**src/rtl/apb_master_pkg.sv**
```systemverilog
// ---------------------------------------------------------------------------
// apb_master_pkg
// Shared types for the command-driven APB requester.
//   - state_e   : requester FSM states
//   - apb_cmd_t : one buffered command {write, addr, wdata}
//   - apb_rsp_t : one returned result  {rdata, error, timeout}
// Bus widths come from the shared DATA_WIDTH / ADDR_WIDTH defines. Defaults
// are provided here so the package also compiles standalone.
// ---------------------------------------------------------------------------
`ifndef DATA_WIDTH
`define DATA_WIDTH 32
`endif
`ifndef ADDR_WIDTH
`define ADDR_WIDTH 32
`endif

package apb_master_pkg;

  localparam int APB_DW = `DATA_WIDTH;
  localparam int APB_AW = `ADDR_WIDTH;

  typedef enum logic [1:0] {
    IDLE   = 2'd0,
    SETUP  = 2'd1,
    ACCESS = 2'd2,
    RESP   = 2'd3
  } state_e;

  typedef struct packed {
    logic              write;
    logic [APB_AW-1:0] addr;
    logic [APB_DW-1:0] wdata;
  } apb_cmd_t;

  typedef struct packed {
    logic [APB_DW-1:0] rdata;
    logic              error;
    logic              timeout;
  } apb_rsp_t;

endpackage

```
**src/rtl/apb_cmd_fifo.sv**
```systemverilog
// ---------------------------------------------------------------------------
// apb_cmd_fifo
// Synchronous command buffer holding apb_cmd_t entries.
// Ports:
//   clk, rst             : clock, asynchronous active-high reset
//   push, push_data      : write an entry (ignored when full)
//   pop, pop_data        : pop_data shows the head entry; pop advances it
//   full, empty          : occupancy flags
// Pointers carry one extra wrap bit so equal indices can be told apart as
// either full (wrap bits differ) or empty (wrap bits equal).
// ---------------------------------------------------------------------------
module apb_cmd_fifo
  import apb_master_pkg::*;
#(
  parameter int DEPTH = 4
) (
  input  logic     clk,
  input  logic     rst,
  input  logic     push,
  input  apb_cmd_t push_data,
  input  logic     pop,
  output apb_cmd_t pop_data,
  output logic     full,
  output logic     empty
);

  localparam int IW = (DEPTH > 1) ? $clog2(DEPTH) : 1;

  apb_cmd_t      mem [DEPTH];
  logic [IW:0]   wr_ptr;
  logic [IW:0]   rd_ptr;
  logic          do_push;
  logic          do_pop;

  assign empty    = (wr_ptr == rd_ptr);
  assign full     = (wr_ptr[IW] != rd_ptr[IW]) &&
                    (wr_ptr[IW-1:0] == rd_ptr[IW-1:0]);
  assign do_push  = push && !full;
  assign do_pop   = pop && !empty;
  assign pop_data = mem[rd_ptr[IW-1:0]];

  always_ff @(posedge clk or posedge rst) begin
    if (rst) begin
      wr_ptr <= '0;
      rd_ptr <= '0;
    end else begin
      if (do_push) wr_ptr <= wr_ptr + 1'b1;
      if (do_pop)  rd_ptr <= rd_ptr + 1'b1;
    end
  end

  // Storage is not reset; the pointers alone define which entries are valid.
  always_ff @(posedge clk) begin
    if (do_push) mem[wr_ptr[IW-1:0]] <= push_data;
  end

endmodule

```
**src/rtl/apb_cmd_master.sv**
```systemverilog
// ---------------------------------------------------------------------------
// apb_cmd_master
// Turns valid/ready commands into two-phase APB transfers (with wait states
// and an optional PREADY timeout) and returns each result on a valid/ready
// response port. One transfer in flight at a time.
// Ports:
//   PCLK, PRESET                       : clock, async active-high reset
//   cmd_valid/ready/write/addr/wdata   : command input (buffered in a FIFO)
//   rsp_valid/ready/rdata/error/timeout: response output
//   PSELx, PENABLE, PWRITE, PADDR,
//   PWDATA, PRDATA, PREADY, PSLVERR    : APB requester side
// ---------------------------------------------------------------------------
module apb_cmd_master
  import apb_master_pkg::*;
#(
  parameter int DATA_WIDTH     = `DATA_WIDTH,
  parameter int ADDR_WIDTH     = `ADDR_WIDTH,
  parameter int FIFO_DEPTH     = 4,
  parameter int TIMEOUT_CYCLES = 255
) (
  input  logic                  PCLK,
  input  logic                  PRESET,
  input  logic                  cmd_valid,
  output logic                  cmd_ready,
  input  logic                  cmd_write,
  input  logic [ADDR_WIDTH-1:0] cmd_addr,
  input  logic [DATA_WIDTH-1:0] cmd_wdata,
  output logic                  rsp_valid,
  input  logic                  rsp_ready,
  output logic [DATA_WIDTH-1:0] rsp_rdata,
  output logic                  rsp_error,
  output logic                  rsp_timeout,
  output logic                  PSELx,
  output logic                  PENABLE,
  output logic                  PWRITE,
  output logic [ADDR_WIDTH-1:0] PADDR,
  output logic [DATA_WIDTH-1:0] PWDATA,
  input  logic [DATA_WIDTH-1:0] PRDATA,
  input  logic                  PREADY,
  input  logic                  PSLVERR
);

  localparam int CNT_W = (TIMEOUT_CYCLES > 0) ? $clog2(TIMEOUT_CYCLES + 1) : 1;
  localparam logic [CNT_W-1:0] CNT_LAST =
    (TIMEOUT_CYCLES > 0) ? CNT_W'(TIMEOUT_CYCLES - 1) : '0;
  localparam logic [CNT_W-1:0] CNT_MAX =
    (TIMEOUT_CYCLES > 0) ? CNT_W'(TIMEOUT_CYCLES) : '0;

  state_e           state;
  state_e           next_state;
  apb_cmd_t         push_cmd;
  apb_cmd_t         head_cmd;
  apb_rsp_t         rsp_reg;
  logic             fifo_full;
  logic             fifo_empty;
  logic             fifo_pop;
  logic             timeout_hit;
  logic [CNT_W-1:0] wait_cnt;

  assign push_cmd = '{write: cmd_write, addr: cmd_addr, wdata: cmd_wdata};

  apb_cmd_fifo #(.DEPTH(FIFO_DEPTH)) u_fifo (
    .clk       (PCLK),
    .rst       (PRESET),
    .push      (cmd_valid),
    .push_data (push_cmd),
    .pop       (fifo_pop),
    .pop_data  (head_cmd),
    .full      (fifo_full),
    .empty     (fifo_empty)
  );

  // The last waiting ACCESS cycle before the count would reach the limit.
  assign timeout_hit = (TIMEOUT_CYCLES != 0) && (state == ACCESS) &&
                       !PREADY && (wait_cnt == CNT_LAST);

  always_ff @(posedge PCLK or posedge PRESET) begin
    if (PRESET) state <= IDLE;
    else        state <= next_state;
  end

  always_comb begin
    next_state = state;
    unique case (state)
      IDLE:    if (!fifo_empty) next_state = SETUP;
      SETUP:   next_state = ACCESS;
      ACCESS:  if (PREADY || timeout_hit) next_state = RESP;
      RESP:    if (rsp_ready) next_state = fifo_empty ? IDLE : SETUP;
      default: next_state = IDLE;
    endcase
  end

  // A pop happens exactly when a new SETUP is entered from IDLE or RESP.
  always_comb begin
    PSELx     = (state == SETUP) || (state == ACCESS);
    PENABLE   = (state == ACCESS);
    rsp_valid = (state == RESP);
    cmd_ready = !fifo_full;
    fifo_pop  = (next_state == SETUP) && ((state == IDLE) || (state == RESP));
  end

  // Address/control/data are loaded at the pop edge and then held.
  always_ff @(posedge PCLK or posedge PRESET) begin
    if (PRESET) begin
      PWRITE <= 1'b0;
      PADDR  <= '0;
      PWDATA <= '0;
    end else if (fifo_pop) begin
      PWRITE <= head_cmd.write;
      PADDR  <= head_cmd.addr;
      PWDATA <= head_cmd.wdata;
    end
  end

  // Wait counter clears on entry to SETUP and saturates rather than wraps.
  always_ff @(posedge PCLK or posedge PRESET) begin
    if (PRESET) begin
      wait_cnt <= '0;
    end else if (next_state == SETUP) begin
      wait_cnt <= '0;
    end else if ((state == ACCESS) && !PREADY && (wait_cnt != CNT_MAX)) begin
      wait_cnt <= wait_cnt + 1'b1;
    end
  end

  // Result is only written when leaving ACCESS, so it is stable in RESP.
  always_ff @(posedge PCLK or posedge PRESET) begin
    if (PRESET) begin
      rsp_reg <= '0;
    end else if ((state == ACCESS) && PREADY) begin
      rsp_reg.rdata   <= (PWRITE || PSLVERR) ? '0 : PRDATA;
      rsp_reg.error   <= PSLVERR;
      rsp_reg.timeout <= 1'b0;
    end else if (timeout_hit) begin
      rsp_reg.rdata   <= '0;
      rsp_reg.error   <= 1'b1;
      rsp_reg.timeout <= 1'b1;
    end
  end

  assign rsp_rdata   = rsp_reg.rdata;
  assign rsp_error   = rsp_reg.error;
  assign rsp_timeout = rsp_reg.timeout;

endmodule

```
**config.mk**
```make
export PLATFORM = sky130hd
export DESIGN_NAME = apb_cmd_master
export DESIGN_NICKNAME = d
export VERILOG_FILES = /design/src/rtl/apb_master_pkg.sv /design/src/rtl/apb_cmd_fifo.sv /design/src/rtl/apb_cmd_master.sv
export SDC_FILE = /design/constraint.sdc
export NUM_CORES = 1
export LEC_CHECK = 0
export ABC_AREA = 0
export ABC_CLOCK_PERIOD_IN_PS = 3600
export CORE_MARGIN = 2
export CORE_UTILIZATION = 50
export CTS_BUF_LIST = sky130_fd_sc_hd__clkbuf_8
export DETAILED_ROUTE_END_ITERATION = 10
export PLACE_DENSITY = 0.85
export SLEW_MARGIN = 5
export SYNTH_ARGS = -nofsm -noshare
export SYNTH_HDL_FRONTEND = slang
export SYNTH_SLANG_ARGS = --single-unit
```
**constraint.sdc**
```tcl
create_clock -name PCLK -period 3.6 [get_ports PCLK]
set_input_delay 0.72 -clock PCLK [delete_from_list [all_inputs] [get_ports PCLK]]
set_output_delay 0.72 -clock PCLK [all_outputs]
set_load 0.02 [all_outputs]
```
==> flow_summary.toml, run 1 <==
[global_routing]
grt_start_max_net_pins = 116
grtUsageTotal_pct = 18.9
grt_overflow = 0
antenna_found_initial = 2
top_usage_layer = "met2"
met2_usage_pct = 31.8
grt_pass1_vias = 7644
grt_pass1_wl_um = 42300
grt_use_met1_pct = 24.2
use_met3_pct = 5.75

[cts]
cts_tree = "yes"
numCtsBuffers = 59
postCtsHoldBufs = 0
clk_pin_slew_ps = 60
ctsResizeCount = 0
clock_sinks = 375
clockRootBuffer = "clkbuf_8"
clk_path_buf_depth = 3
post-cts-setup-buffers = 0
cts_htree_levels = 2
clock_latency_ps = 570

[floorplanning]
start_util_pct = 50.8
row_count = 61
die_h_um = 172
ios = 206
die_w_um = 172
core-area_um2 = 27900
dieArea_um2 = 29700

[setup_path]
worst-path-buf-inv = 1
arrival_ps = 2550
cp-end-kind = "output pin"
cp_slowest_cell = "dfrtp_4"
start_kind = "flop"
cp_max_fo = 23
critical-path-top-delay-family = "flip-flops"
crit_type = "flop to output pin"
crit_chain = "xnor2_1 -> nand2_1 -> or2_2 -> clkdlybuf4s50_1"
cpPeakStageDelay_ps = 670
critPathRequiredTime_ps = 2880

[detailed_routing]
wl_per_cell_um = 20.7
remaining_drc_errors = 0
drt_first_pass_iters = 4
via_per_inst = 5.31
vias = 7121
ant_nets = 0
drtIter0Drc = 349
wl_um = 27800

[job]
maxCapViolCount = 0

[sta]
hold_viol = 0
drv_slew = 0
fmax_mhz = 306
setup_slack_ps = 331
rsz0062_at_grt = "no"
worstMarginPinSlew_ps = 1020
setup_violations = 0
finalSetupTns_ps = 0
fin_skew_ps = 21.0
slew_headroom_pct = 32.3
period_share_pct = 90.8
period_needed_ps = 3270

[final_layout]
fin_nets = 1027
syn_to_final_growth_pct = 27.2
final_common_cell = "edfxtp_1"
finish.utilization_pct = 64.6
final_cell_mix = "edfxtp_1 (260), clkdlybuf4s50_1 (205), dfrtp_1 (113)"
layout-drive-gt1-share_pct = 23.7

[worst_hold_path]
hold_class = "flop to flop"

[placement]
place.gp.congestion = 0.726
port_buffers = 205
pre_cts_ws_ps = 436
place_hpwl_um = 16700

[synthesis]
synthArstFlopShare_pct = 30.7
dominantRegCellSynth = "edfxtp_1"
syn_inst = 659
ys_seq_elements = 375
synth_edf_count = 260
ys_types = 39
syn_area_per_cell_um2 = 21.5
synth_seq_area_share_pct = 75.5
synth_area_um2 = 14100
synth_warnings = 0
synth_nets = 774

[power]
power_density_nw_per_um2 = 913
p_leak_uw = 0.00663
irDropWorstVdd_v = 0.000584

[status]
outcome = "complete, no violations"
registers in the layout (all words and copies together), names as in the netlist:
register	count
PADDR	32
PWDATA	32
u_fifo.wr_ptr	3
rsp_error	1
u_fifo.mem	260
rsp_timeout	1
rsp_rdata	32
wait_cnt	8
u_fifo.rd_ptr	3
PWRITE	1
state	2
synth_stat cells, types with 2 or more instances:
cell	count	area, µm²
nor2_1	9	33.8
buf_2	4	20.0
inv_1	9	33.8
mux2_4	50	751
nand3_1	3	15.0
ha_1	12	150
nor3_1	3	15.0
buf_1	2	7.51
nand4_1	2	12.5
and3_1	3	18.8
dfrtp_1	115	2880
nand2_1	7	26.3
and2_1	4	25.0
edfxtp_1	260	7810
buf_6	6	67.6
clkbuf_1	18	67.6
a311oi_1	2	17.5
xor2_1	6	52.6
a22o_1	32	280
mux4_2	65	1460
nand3b_1	2	15.0
mux2_1	16	180
o21ai_0	2	10.0
xnor2_1	8	70.1
a21oi_1	5	25.0
where the power goes:
group | switching [µW] | leakage, µW | internal [µW]
Combinational | 2870 | 0.00212 | 3270
Sequential | 624 | 0.00381 | 6010
Clock | 1600 | 0.000704 | 2060
final timing paths:
| path | cells after the start | endpoint | slack [ps] | start |
|---|---|---|---|---|
| min reg2reg | 1 | PWDATA[16] | 490 | PWDATA[16] |
| max reg2reg | 6 | PWDATA[17] | 850 | u_fifo.rd_ptr[0] |
| max | 4 | cmd_ready | 330 | u_fifo.rd_ptr[0] |
| min | 1 | PWDATA[16] | 490 | PWDATA[16] |
| max in group asynchronous | 3 | PADDR[3] | 2300 | PRESET |
| min in group asynchronous | 3 | rsp_rdata[6] | 710 | PRESET |
per-layer routing:
layer	share of wire, %	wire length [µm]
met3	8.6	2390
met2	50	13800
met4	1.3	369
met1	40	11200
met5	0.029	8
through the flow:
stage	hold WS [ps]	area, µm²	instances	total power [µW]
3_5_place_dp	475	16800	1229	13000
6_report	487	18000	1342	16400
3_3_place_gp	474	16800	1229	12800
2_1_floorplan	462	14200	659	10600
5_1_grt	501	18000	1341	17300
4_1_cts	489	18000	1341	16700
cells by family after synthesis:
kind of cell             after synthesis  synth area share (%)
flip-flops                           375                  75.5
multiplexers                         131                  16.9
AO/OA/AOI/OAI                         49                  2.80
buffers and inverters                 39                  1.39
AND/OR/NAND/NOR                       39                  1.44
XOR/XNOR                              14                 0.867
adder cells (fa/ha/maj)               12                  1.06
layout make-up:
class / count / area, µm²
Sequential cell: 375 / 10700
Fill cell: 1882 / 9860
Multi-Input combinational cell: 245 / 3290
Timing Repair Buffer: 222 / 2250
Clock buffer: 70 / 963
Tap cell: 378 / 473
Clock inverter: 42 / 284
Inverter: 9 / 37.5
Antenna cell: 1 / 2.50
Power figures use the tool's default switching activity.
==> inputs of run 2 (changes only) <==
Settings changed: ABC_CLOCK_PERIOD_IN_PS 3600 to 3200, PLACE_DENSITY 0.85 to 0.82.
Clock period 3.6 ns to 3.2 ns, I/O delays scaled along.
==> run 2 against run 1 <==
  * Worst hold slack got worse by 77 ps
  * Sequential share of layout area about the same
  * Via count decreased by 0.28%
  * Worst setup slack got worse by 58 ps
  * Routed wire length increased by 0.87%
  * Clock power increased by 4%
  * Non-clock buffer count increased by 4
  * Critical path type unchanged
  * Die area unchanged
  * Critical path depth unchanged
  * Count of clock-buffer cells in the layout decreased by 1
  * Sequential power increased by 11%
  * Flip-flop and latch count unchanged
  * Highest routed layer is now met4
==> flow_summary.toml, run 2 (synthesized netlist as in run 1, its figures left out) <==
[setup_path]
start_kind = "flop"
arrival_ps = 2290
cp_slowest_cell = "clkdlybuf4s50_1"
cpPeakStageDelay_ps = 550
cp_num_cells = 4
cp_max_fo = 3
worst-path-buf-inv = 1
rr_worst_depth = 8
crit_type = "flop to output pin"
critPathRequiredTime_ps = 2560
critical-path-top-delay-family = "buffers and inverters"
cp-end-kind = "output pin"
crit_chain = "xnor2_1 -> nand2_1 -> or2_2 -> clkdlybuf4s50_1"

[global_routing]
grtUsageTotal_pct = 19.3
grt_pass1_vias = 7734
antenna_found_initial = 0
grt_overflow = 0
grt_pass1_wl_um = 43000
grt_start_max_net_pins = 68

[placement]
port_buffers = 205
place_hpwl_um = 17300
place.gp.congestion = 0.757

[detailed_routing]
remaining_drc_errors = 0
via_per_inst = 5.29
wl_per_cell_um = 20.9
ant_nets = 0
vias = 7101
drtIter0Drc = 456
wl_um = 28000
drt_first_pass_iters = 4

[power]
power_density_nw_per_um2 = 1020
p_leak_uw = 0.00668
irDropWorstVdd_v = 0.000574

[final_layout]
finish.utilization_pct = 64.6
fill_cells = 1880
antennaDiodeCount = 0
final_common_cell = "edfxtp_1"
layout-drive-gt1-share_pct = 23.0
final_cell_mix = "edfxtp_1 (260), clkdlybuf4s50_1 (205), dfrtp_1 (113)"
syn_to_final_growth_pct = 27.2
multi_input_area_um2 = 3290
fin_nets = 1030
regArea_um2 = 10700
largest_register_ffs = 260

[cts]
numCtsBuffers = 58
cts_tree = "yes"
postCtsHoldBufs = 0
cts_htree_levels = 2
clockRootBuffer = "clkbuf_8"
post-cts-setup-buffers = 0
clk_path_buf_depth = 3
clk_pin_slew_ps = 60
ctsResizeCount = 0
clock_latency_ps = 590
clock_sinks = 375

[floorplanning]
die_w_um = 172
core-area_um2 = 27900
die_h_um = 172
ios = 206
row_count = 61
start_util_pct = 50.8
dieArea_um2 = 29700

[sta]
fmax_mhz = 342
period_share_pct = 91.5
period_needed_ps = 2930
fin_skew_ps = 28.4
drv_slew = 0
worstMarginPinSlew_ps = 1000
hold_viol = 0
rsz0062_at_grt = "no"
slew_headroom_pct = 33.2
finalSetupTns_ps = 0
setup_violations = 0

[job]
maxCapViolCount = 0

[worst_hold_path]
hold_class = "input port to asynchronous set/reset pin"

[status]
outcome = "complete, no violations"
-- run 2: path summary, 6_finish.rpt --
| check | start | slack, ps | end |
|---|---|---|---|
| min in group PCLK | PWDATA[12] | 480 | PWDATA[12] |
| worst max register to register | state[0] | 630 | PWDATA[17] |
| worst min-delay path | PRESET | 410 | rsp_rdata[17] |
| max in group asynchronous | PRESET | 2140 | u_fifo.rd_ptr[0] |
| worst min register to register | PWDATA[12] | 480 | PWDATA[12] |
| worst max-delay path | u_fifo.rd_ptr[0] | 270 | cmd_ready |
-- run 2: where the power goes --
| part | total [µW] | switching (µW) | leakage, µW | internal [µW] |
|---|---|---|---|---|
| Sequential | 7390 | 629 | 0.00381 | 6770 |
| Combinational | 7150 | 3350 | 0.00217 | 3800 |
| Clock | 3790 | 1750 | 0.000704 | 2030 |
-- run 2: area by class of cell --
class | instances | share of cell area (%)
inverters | 9 | 0.209
flip-flops and latches | 375 | 59.4
clock buffers | 69 | 5.28
repair buffers | 226 | 13.1
clock inverters | 41 | 1.07
well taps | 378 | 2.63
multi-input cells | 245 | 18.3
-- run 2: layer usage --
layer	global-route usage (%)	routed length (µm)
met5	0	0
met4	5.12	477
met3	6.07	2360
met2	32.2	13700
met1	24.7	11500
-- run 2: through the flow --
stage                     area, µm²  hold WS, ps  total power [µW]  instances  setup WS (ps)
after floorplan               14200          462             12000        659            248
after global placement        16900          472             14500       1233            254
after detailed placement      16900          474             14800       1233            202
after CTS                     18000          372             18600       1343            206
after global routing          18000          419             19300       1343            139
final                         18000          410             18300       1343            273
